==> config.mk <==
export PLATFORM = sky130hd
export DESIGN_NAME = muldiv_unit
export DESIGN_NICKNAME = d
export VERILOG_FILES = /design/src/rtl/muldiv_unit.sv
export SDC_FILE = /design/constraint.sdc
export NUM_CORES = 1
export LEC_CHECK = 0
export CORE_ASPECT_RATIO = 0.8
export CORE_UTILIZATION = 50
export DETAILED_ROUTE_END_ITERATION = 8
export PLACE_DENSITY_LB_ADDON = 0.25
export REMOVE_ABC_BUFFERS = 1
export SETUP_SLACK_MARGIN = 0.5
export SLEW_MARGIN = 15
export SYNTH_ARGS = -nofsm -noshare
export SYNTH_HDL_FRONTEND = slang
export SYNTH_SLANG_ARGS = --single-unit
export TNS_END_PERCENT = 100
==> constraint.sdc <==
create_clock -name i_clk -period 9.2 [get_ports i_clk]
set_input_delay 2.76 -clock i_clk [delete_from_list [all_inputs] [get_ports i_clk]]
set_output_delay 2.76 -clock i_clk [all_outputs]
set_load 0.01 [all_outputs]
==> src/rtl/muldiv_unit.sv <==
// -----------------------------------------------------------------------------
// muldiv_unit
//   Iterative unsigned 32-bit multiply/divide unit with a register-file style
//   write-back port. One operation at a time: a start pulse in IDLE captures
//   the operands, 32 shift-add (multiply) or restoring-division steps follow,
//   and the result is presented with a one-cycle write strobe.
//
// Parameters
//   EARLY_ZERO  1: divide/remainder by zero completes without iterating
//               0: divide by zero runs the full 32 iterations
//
// Ports
//   i_clk        clock, rising edge
//   i_rst_n      asynchronous active-low reset
//   i_start      request, sampled only while idle
//   i_op         00 MULLO, 01 MULHI, 10 DIVQ, 11 DIVR
//   i_operand_a  first operand (register-file read port A)
//   i_operand_b  second operand (register-file read port B)
//   i_dest       destination register address
//   o_busy       operation in progress, start ignored while high
//   o_wb_en      one-cycle write strobe
//   o_wb_addr    write address, held between strobes
//   o_wb_data    write data, held between strobes
// -----------------------------------------------------------------------------
module muldiv_unit #(
   parameter bit EARLY_ZERO = 1'b1
) (
   input  logic        i_clk,
   input  logic        i_rst_n,
   input  logic        i_start,
   input  logic [1:0]  i_op,
   input  logic [31:0] i_operand_a,
   input  logic [31:0] i_operand_b,
   input  logic [4:0]  i_dest,
   output logic        o_busy,
   output logic        o_wb_en,
   output logic [4:0]  o_wb_addr,
   output logic [31:0] o_wb_data
);

   typedef enum logic [1:0] {
      S_IDLE = 2'd0,
      S_RUN  = 2'd1,
      S_DONE = 2'd2
   } state_t;

   state_t      r_state;
   logic [1:0]  r_op;
   logic [4:0]  r_dest;
   logic [4:0]  r_count;
   // r_opnd: multiplicand for multiply, divisor for divide.
   // r_hi/r_lo: product halves for multiply; remainder/quotient for divide
   // (r_lo starts as the dividend and is shifted out as quotient bits enter).
   logic [31:0] r_opnd;
   logic [31:0] r_hi;
   logic [31:0] r_lo;

   logic [32:0] w_mul_sum;
   logic [31:0] w_mul_hi;
   logic [31:0] w_mul_lo;
   logic [32:0] w_div_shift;
   logic [32:0] w_div_diff;
   logic        w_div_ge;
   logic [31:0] w_div_hi;
   logic [31:0] w_div_lo;
   logic [31:0] w_next_hi;
   logic [31:0] w_next_lo;
   logic [31:0] w_result;
   logic        w_div_zero;

   // One multiply step: conditionally add the multiplicand into the upper
   // half, then shift the 65-bit {carry, hi, lo} right by one.
   always_comb begin
      w_mul_sum = {1'b0, r_hi} + (r_lo[0] ? {1'b0, r_opnd} : 33'd0);
      w_mul_hi  = w_mul_sum[32:1];
      w_mul_lo  = {w_mul_sum[0], r_lo[31:1]};
   end

   // One restoring-division step: shift the next dividend bit into the
   // partial remainder and keep the difference only if it did not borrow.
   // The remainder stays below the divisor (or is a prefix of the dividend
   // when dividing by zero), so the kept value always fits in 32 bits.
   always_comb begin
      w_div_shift = {r_hi, r_lo[31]};
      w_div_ge    = (w_div_shift >= {1'b0, r_opnd});
      w_div_diff  = w_div_shift - {1'b0, r_opnd};
      w_div_hi    = w_div_ge ? w_div_diff[31:0] : w_div_shift[31:0];
      w_div_lo    = {r_lo[30:0], w_div_ge};
   end

   always_comb begin
      w_next_hi = r_op[1] ? w_div_hi : w_mul_hi;
      w_next_lo = r_op[1] ? w_div_lo : w_mul_lo;
      // MULHI and DIVR read the upper register, MULLO and DIVQ the lower.
      w_result  = r_op[0] ? w_next_hi : w_next_lo;
      w_div_zero = i_op[1] && (i_operand_b == 32'd0);
   end

   always_ff @(posedge i_clk or negedge i_rst_n) begin
      if (!i_rst_n) begin
         r_state   <= S_IDLE;
         r_op      <= 2'd0;
         r_dest    <= 5'd0;
         r_count   <= 5'd0;
         r_opnd    <= 32'd0;
         r_hi      <= 32'd0;
         r_lo      <= 32'd0;
         o_busy    <= 1'b0;
         o_wb_en   <= 1'b0;
         o_wb_addr <= 5'd0;
         o_wb_data <= 32'd0;
      end else begin
         case (r_state)
            S_IDLE: begin
               o_wb_en <= 1'b0;
               if (i_start) begin
                  r_op    <= i_op;
                  r_dest  <= i_dest;
                  r_count <= 5'd0;
                  r_hi    <= 32'd0;
                  o_busy  <= 1'b1;
                  if (i_op[1]) begin
                     r_opnd <= i_operand_b;
                     r_lo   <= i_operand_a;
                  end else begin
                     r_opnd <= i_operand_a;
                     r_lo   <= i_operand_b;
                  end
                  if (EARLY_ZERO && w_div_zero) begin
                     // Result is known up front: all-ones quotient,
                     // remainder equal to the dividend.
                     r_state   <= S_DONE;
                     o_wb_en   <= 1'b1;
                     o_wb_addr <= i_dest;
                     o_wb_data <= i_op[0] ? i_operand_a : 32'hFFFF_FFFF;
                  end else begin
                     r_state <= S_RUN;
                  end
               end
            end

            S_RUN: begin
               r_hi    <= w_next_hi;
               r_lo    <= w_next_lo;
               r_count <= r_count + 5'd1;
               // The last step's result goes straight to the write port so
               // the strobe lands in the DONE cycle.
               if (r_count == 5'd31) begin
                  r_state   <= S_DONE;
                  o_wb_en   <= 1'b1;
                  o_wb_addr <= r_dest;
                  o_wb_data <= w_result;
               end
            end

            S_DONE: begin
               r_state <= S_IDLE;
               o_busy  <= 1'b0;
               o_wb_en <= 1'b0;
               r_count <= 5'd0;
            end

            default: begin
               r_state <= S_IDLE;
               o_busy  <= 1'b0;
               o_wb_en <= 1'b0;
            end
         endcase
      end
   end

endmodule

; Word level (Yosys, flattened, before mapping)
; Cells that the tools add are included.
[op_classes]
bitwise = 1
add_sub_neg = 3
n_reduce_logical = 11
n_mux = 32
n_eq_ne = 6
order_cmp = 1
[ops]
columns = operator, count
row1 = $mux 32, 13
row2 = $pmux 32 s2, 3
row3 = $add 32x32->33, 1
row4 = $ge 33x32->1, 1
row5 = $logic_not 32->1, 1
row6 = $sub 32x32->32, 1
row7 = $mux 5, 4
row8 = $pmux 5 s3, 1
row9 = $pmux 5 s2, 1
row10 = $reduce_and 2->1, 5
row11 = $mux 2, 3
row12 = $ne 2x2->1 const B, 3
row13 = $add 5x1->5 const B, 1
row14 = $eq 5x5->1 const B, 1
row15 = $mux 1, 4
row16 = $pmux 1 s2, 2
row17 = $pmux 2 s2, 1
row18 = $reduce_and 4->1, 1
row19 = $reduce_bool 3->1, 1
row20 = $eq 2x1->1 const B, 1
row21 = $eq 2x2->1 const B, 1
row22 = $logic_not 2->1, 1
row23 = $reduce_bool 2->1, 1
row24 = $logic_and 1x1->1, 1
row25 = $not 1->1, 1
[totals]
wordCells = 65
output_inout_bits = 39
register_bits = 149
in_bits = 74

; Logic depth before layout (Yosys ltp)
; Gate-level depths: netlist of run 1.
[depth]
depth_word = 6
ltp_mapped = 15
mapped_depth_nobuf = 14

; Worst setup path after synthesis of run 1
; Ideal clock, no wire load.
[synth_timing]
kind = input port to flip-flop
start = input port i_op[1]
end = register o_wb_data[14]
setup_ns = 0.091
arrival_ns = 4.562
path_slack_ns = 4.547
n_path_buf = 2
cell_stages = 10
cell_sequence = buf_2 -> nor4b_1 -> nand4_1 -> nor3_1 -> nand2_1 -> a21o_1 -> nor2_1 -> nand2_1 -> clkbuf_1 -> o221ai_1
[synth_via]
elab_chain_cells = 3
[synth_lines]
columns = element, line_no
row1 = from (decl), 31  ; input logic [1:0] i_op,
row2 = $logic_and 1x1->1, 96  ; w_div_zero = i_op[1] && (i_operand_b == 32'd0);
row3 = $ne 2x2->1 (no line), -
row4 = $reduce_and 4->1 (no line), -
row5 = to (signal assigned), 135  ; o_wb_data <= i_op[0] ? i_operand_a : 32'hFFFF_FFFF;
row6 = to (signal assigned), 152  ; o_wb_data <= w_result;
row7 = to (decl), 38  ; output logic [31:0] o_wb_data
; Every way passes these cells.
; A chain may end at the register's enable or synchronous reset.

; Final worst setup path of run 1
[layout_timing]
start = input port i_operand_b[21]
end = register o_wb_data[23]
[layout_via]
elab_chain_cells = 4
[layout_lines]
columns = element, line_no
row1 = from (decl), 33  ; input logic [31:0] i_operand_b,
row2 = $logic_not 32->1, 96
row3 = $logic_and 1x1->1, 96
row4 = $ne 2x2->1 (no line), -
row5 = $reduce_and 4->1 (no line), -
; Every way passes these cells.

==> results of run 1 <==
power groups by stage:
stage | registers (mW) | logic (mW) | clock network, mW
finish | 1.35 | 4.28 | 0.712
global route | 1.38 | 4.68 | 0.742
CTS | 1.34 | 4.19 | 0.710
detailed placement | 1.34 | 4.15 | 0
global placement | 1.34 | 4.09 | 0
floorplan | 1.27 | 2.98 | 0
worst max-delay path by stage:
stage,startpoint,endpoint,slack (ps),cells after the start
2_1_floorplan,i_start,o_wb_en,3420,4
3_3_place_gp,i_operand_b[21],o_wb_data[8],3410,9
3_5_place_dp,i_operand_b[0],o_wb_data[11],3330,9
4_1_cts,i_operand_b[0],o_wb_data[23],3770,9
5_1_grt,i_operand_b[8],o_wb_data[23],3450,9
6_report,i_operand_b[21],o_wb_data[23],3690,9
area by class of cell:
cell class,count,share of cell area
clock buffers,17,0.0308
clock inverters,14,0.0108
inverters,61,0.0166
multi-input cells,1179,0.556
flip-flops and latches,149,0.270
well taps,312,0.0283
repair buffers,123,0.0871
metal layers:
| layer | part of all wire | global-route usage |
|---|---|---|
| met1 | 0.46 | 0.478 |
| met2 | 0.43 | 0.476 |
| met3 | 0.086 | 0.0661 |
| met4 | 0.024 | 0.0938 |
| met5 | 0 | 0 |
state kept, by name, summed over array words and instances (netlist names):
register,flops
o_wb_addr,5
r_opnd,32
r_dest,5
o_wb_data,32
r_op,2
r_state,2
r_hi,32
r_count,5
r_lo,32
o_busy,1
o_wb_en,1
logic make-up after synthesis:
| logic type | Yosys count | share of synthesized area |
|---|---|---|
| buf+inv | 159 | 0.0531 |
| compound gates | 501 | 0.256 |
| mux | 113 | 0.103 |
| xor+xnor | 56 | 0.0408 |
| fa+ha+maj | 68 | 0.0720 |
| flops | 149 | 0.310 |
| simple gates | 441 | 0.166 |
cell usage after synthesis, types with 9 or more instances:
cell,count
dfrtp_1,149
nand4_1,16
a31oi_1,16
a21oi_1,171
clkbuf_1,69
nor2_1,153
xor2_1,24
buf_1,12
nand3_1,17
and2_1,35
ha_1,66
nor3_1,16
a22o_1,11
o21ai_0,149
nand2_1,144
mux2_2,32
a21o_1,30
mux2i_1,74
a211oi_1,10
o211ai_1,18
xnor2_1,32
nand2b_1,14
inv_1,61
buf_2,9
nor2b_1,12
o21bai_1,9
stage by stage:
step	power, mW	hold WS [ps]	instances
2_1_floorplan	4.25	450	1389
3_3_place_gp	5.43	460	1824
6_report	6.34	481	1855
4_1_cts	6.24	481	1855
5_1_grt	6.80	499	1855
3_5_place_dp	5.49	466	1824
==> results.toml, run 1 <==
[status]
outcome = "finished, final reports clean"

[clocking]
cts_tree = "built"
cts_root_buf = "clkbuf_16"
path_clk_slew_ps = 70
ctsResizeCount = 0
cts_buffer_depth = 2
clk_latency_ps = 440
h-tree-depth = 4
cts_made_buffers = 17
holdBufCountCts = 0
cts_setup_buffers = 0
clkSinkCount = 149

[timing]
tns_ps = 0
max_freq_mhz = 182
finalCritPeriodShare = 0.598
worst_slew_pin_slew_ps = 1130
setup_ws_ps = 3690
clock-skew-final_ps = 12.4
rsz0062_at_grt = "no"
final-setup-viol-count = 0
slew_violations = 0
timing.slew.headroom = 0.249
min_period_ps = 5510
hold_viol = 0

[critical_path]
r2r_start = "r_lo[0]"
worstSetupPathType = "input pin to register"
r2r_setup_slack_ps = 4210
critPathBufInv = 1
cpMaxStageDelayCell = "clkdlybuf4s50_1"
cp_max_fo = 17
cp.arrival_ps = 5830
critPathMaxStageDelay_ps = 580
required_ps = 9520
reg2reg_to = "o_wb_data[29]"
worstRegToRegCells = 14
crit_family = "simple AND/OR/NAND/NOR gates"
end_kind = "register"
crit_top_cell = "nand2_1"
crit_chain = "clkdlybuf4s50_1 -> nor4_1 -> nand4_1 -> nor3_1 -> nand2_1 -> a21o_2 -> nor2_1 -> nand2_1 -> o31ai_1"
cp-start-kind = "input pin"

[pwr]
comb_power_share = 0.674
pwr-share-clk = 0.112
ir_drop_mv = 0.210
p_int_mw = 3.13
seq_power_share = 0.214
leakagePower_nw = 6.12
power_density_nw_per_um2 = 459
swShare = 0.506
p_switching_mw = 3.21

[global_routing]
grt_pass1_vias = 10700
grt_usage = 0.324
overflow = 0
antenna_found_initial = 0
grt_max_degree = 92
grt_first_pass_wirelength_um = 61900

[finish]
multiInputGateArea_um2 = 7680
final_common_cell = "a21oi_1"
fin_util = 0.587
nFillCells = 2154
regArea_um2 = 3730
num_antenna_cells = 0
syn2layout_area_growth_pct = 14.8
final_cell_mix = "a21oi_1 (171), nor2_1 (153), o21ai_0 (149)"
final_cell_area_um2 = 13800
layout-drive-gt1-share = 0.0687
finish.net_count = 1673

[floorplanning]
io_pins = 113
die_h_um = 141
floorplan.die_area_um2 = 24700
rows = 50
core_um2 = 23500
die_x_um = 175
start_util = 0.511

[min_path]
min-delay-start = "r_lo[31]"
holdCritPathClass = "register to register"
hold_depth = 1
holdPathEnd = "r_lo[31]"

[synth]
yosysSeqAreaShare = 0.310
synth_seq_cells = 149
synth_flop_cell = "dfrtp_1"
synth_warnings = 0
synth_top_area_cell = "dfrtp_1"
ys_types = 79
netlist_top_cells_area = "dfrtp_1 (31%), a21oi_1 (7.1%), ha_1 (6.9%), o21ai_0 (6.2%), mux2i_1 (6.2%)"
syn_inst = 1487
avgSynthCellArea_um2 = 8.09
async_flop_share = 1.00
synth_top_area_frac = 0.310
netlist_area_um2 = 12000
synth_edf_count = 0

[placed_design]
place_area_um2 = 13200
dpl.hpwl_um = 28500
pre_cts_ws_ps = 3330
io_buffers = 112
gp_congestion = 0.942

[routing]
via_count = 11600
drt_iter0_drc = 1038
first_pass_iters = 6
ant_nets = 0
wl_per_cell_um = 21.2
avgViaCountPerCell = 6.27
drc_errors = 0
wl_um = 39400

[job]
drv_cap = 0
No activity file was read; power rests on OpenSTA's default activity.
==> inputs of run 2 (changes only) <==
clock period = 5.3 ns   (was 9.2 ns; I/O delays follow)
==> run 2 against run 1 <==
Against the previous run:
- final cell count increased by 0.27%
- clock power increased by 80%
- flip-flop and latch count unchanged
- largest power group unchanged
==> results.toml, run 2 (synthesis results as in run 1) <==
[critical_path]
r2r_setup_slack_ps = 980
required_ps = 5620
worstRegToRegCells = 12
cp-start-kind = "input pin"
cp_max_fo = 17
worstSetupPathType = "input pin to register"
end_kind = "register"
cp.arrival_ps = 4780

[finish]
syn2layout_area_growth_pct = 15.3
final_cell_mix = "a21oi_1 (171), nor2_1 (153), o21ai_0 (149)"
fin_util = 0.590
multiInputGateArea_um2 = 7680
nFillCells = 2141
final_common_cell = "a21oi_1"
finish.net_count = 1678
regArea_um2 = 3730
layout-drive-gt1-share = 0.0717
num_antenna_cells = 0
final_cells = 1860

[pwr]
seq_power_share = 0.214
ir_drop_mv = 0.362
p_switching_mw = 5.59
swShare = 0.505
comb_power_share = 0.671
pwr-share-clk = 0.115
power_density_nw_per_um2 = 797
p_int_mw = 5.48
leakagePower_nw = 6.15

[routing]
avgViaCountPerCell = 6.26
wl_per_cell_um = 21.1
ant_nets = 0
first_pass_iters = 5
wl_um = 39200
drc_errors = 0
via_count = 11600
drt_iter0_drc = 1007

[placed_design]
pre_cts_ws_ps = 559
dpl.hpwl_um = 28500
gp_congestion = 0.929
io_buffers = 112
placed_cells = 1829

[timing]
slew_violations = 0
clock-skew-final_ps = 13.6
min_period_ps = 4460
rsz0062_at_grt = "no"
hold_viol = 0
max_freq_mhz = 224
setup_ws_ps = 839
hold-worst-slack_ps = 483
timing.slew.headroom = 0.191
finalCritPeriodShare = 0.842
worst_slew_pin_slew_ps = 1210
final-setup-viol-count = 0
tns_ps = 0

[global_routing]
overflow = 0
grt_max_degree = 96
antenna_found_initial = 0
grt_first_pass_wirelength_um = 61500
grt_pass1_vias = 10800
grt_usage = 0.323

[min_path]
holdCritPathClass = "register to register"
hold_depth = 1

[floorplanning]
start_util = 0.511
core_um2 = 23500
floorplan.die_area_um2 = 24700
rows = 50
die_h_um = 141
die_x_um = 175
io_pins = 113

[clocking]
cts_root_buf = "clkbuf_16"
clkSinkCount = 149
clk_latency_ps = 440
cts_setup_buffers = 0
cts_buffer_depth = 2
cts_tree = "built"
path_clk_slew_ps = 70
h-tree-depth = 4
holdBufCountCts = 0
cts_made_buffers = 17
ctsResizeCount = 0

[status]
outcome = "finished, final reports clean"

[job]
drv_cap = 0
-- run 2: cell types whose count changed in the layout (fill, tap and decap cells not counted) --
cell | previous run | this run
inv_8 | 0 | 5
clkinvlp_4 | 1 | 3
clkinv_2 | 4 | 0
inv_6 | 4 | 2
clkinv_4 | 3 | 1
clkbuf_8 | 0 | 1
buf_4 | 12 | 17
-- run 2: worst paths after layout --
kind	startpoint	to
worst min register to register	r_lo[31]	r_lo[31]
worst min-delay path	r_lo[31]	r_lo[31]
worst max-delay path	i_operand_b[21]	o_wb_data[11]
worst max register to register	r_lo[0]	o_wb_data[19]
max in group asynchronous	i_rst_n	r_hi[26]
min in group asynchronous	i_rst_n	o_wb_addr[2]
-- run 2: cell type report --
cell class,count,area share
clock buffer,18,0.0316
clock inverter,13,0.0119
inverter,61,0.0165
multi-input combinational,1179,0.554
sequential,149,0.269
tap,312,0.0281
timing repair buffer,128,0.0893
-- run 2: metrics by stage --
stage               power (mW)  area (um2)
CTS                       10.9       13900
global route              11.9       13900
detailed placement        9.55       13300
finish                    11.1       13900
floorplan                 7.38       11600
global placement          9.45       13300
-- run 2: routing by layer --
metal,wire (um),global-route usage,up-vias
li1,-,-,5432
met5,0,0,-
met1,17900,0.467,5625
met3,3270,0.0701,74
met4,1070,0.105,0
met2,16900,0.479,512
-- run 2: worst max-delay path, cell delays in order --
cell	delay, ps
clkdlybuf4s50_1	580
nor4_1	460
nand4_1	290
nor3_1	360
nand2_1	90
a21o_2	220
nor2_1	120
nand2_1	540
o221a_2	510
-- run 2: power by group through the flow --
| stage | Clock (mW) | Combinational [mW] | Sequential (mW) |
|---|---|---|---|
| floorplan | 0 | 5.18 | 2.20 |
| global placement | 0 | 7.10 | 2.34 |
| detailed placement | 0 | 7.21 | 2.35 |
| CTS | 1.28 | 7.29 | 2.33 |
| global route | 1.33 | 8.15 | 2.42 |
| finish | 1.28 | 7.42 | 2.37 |
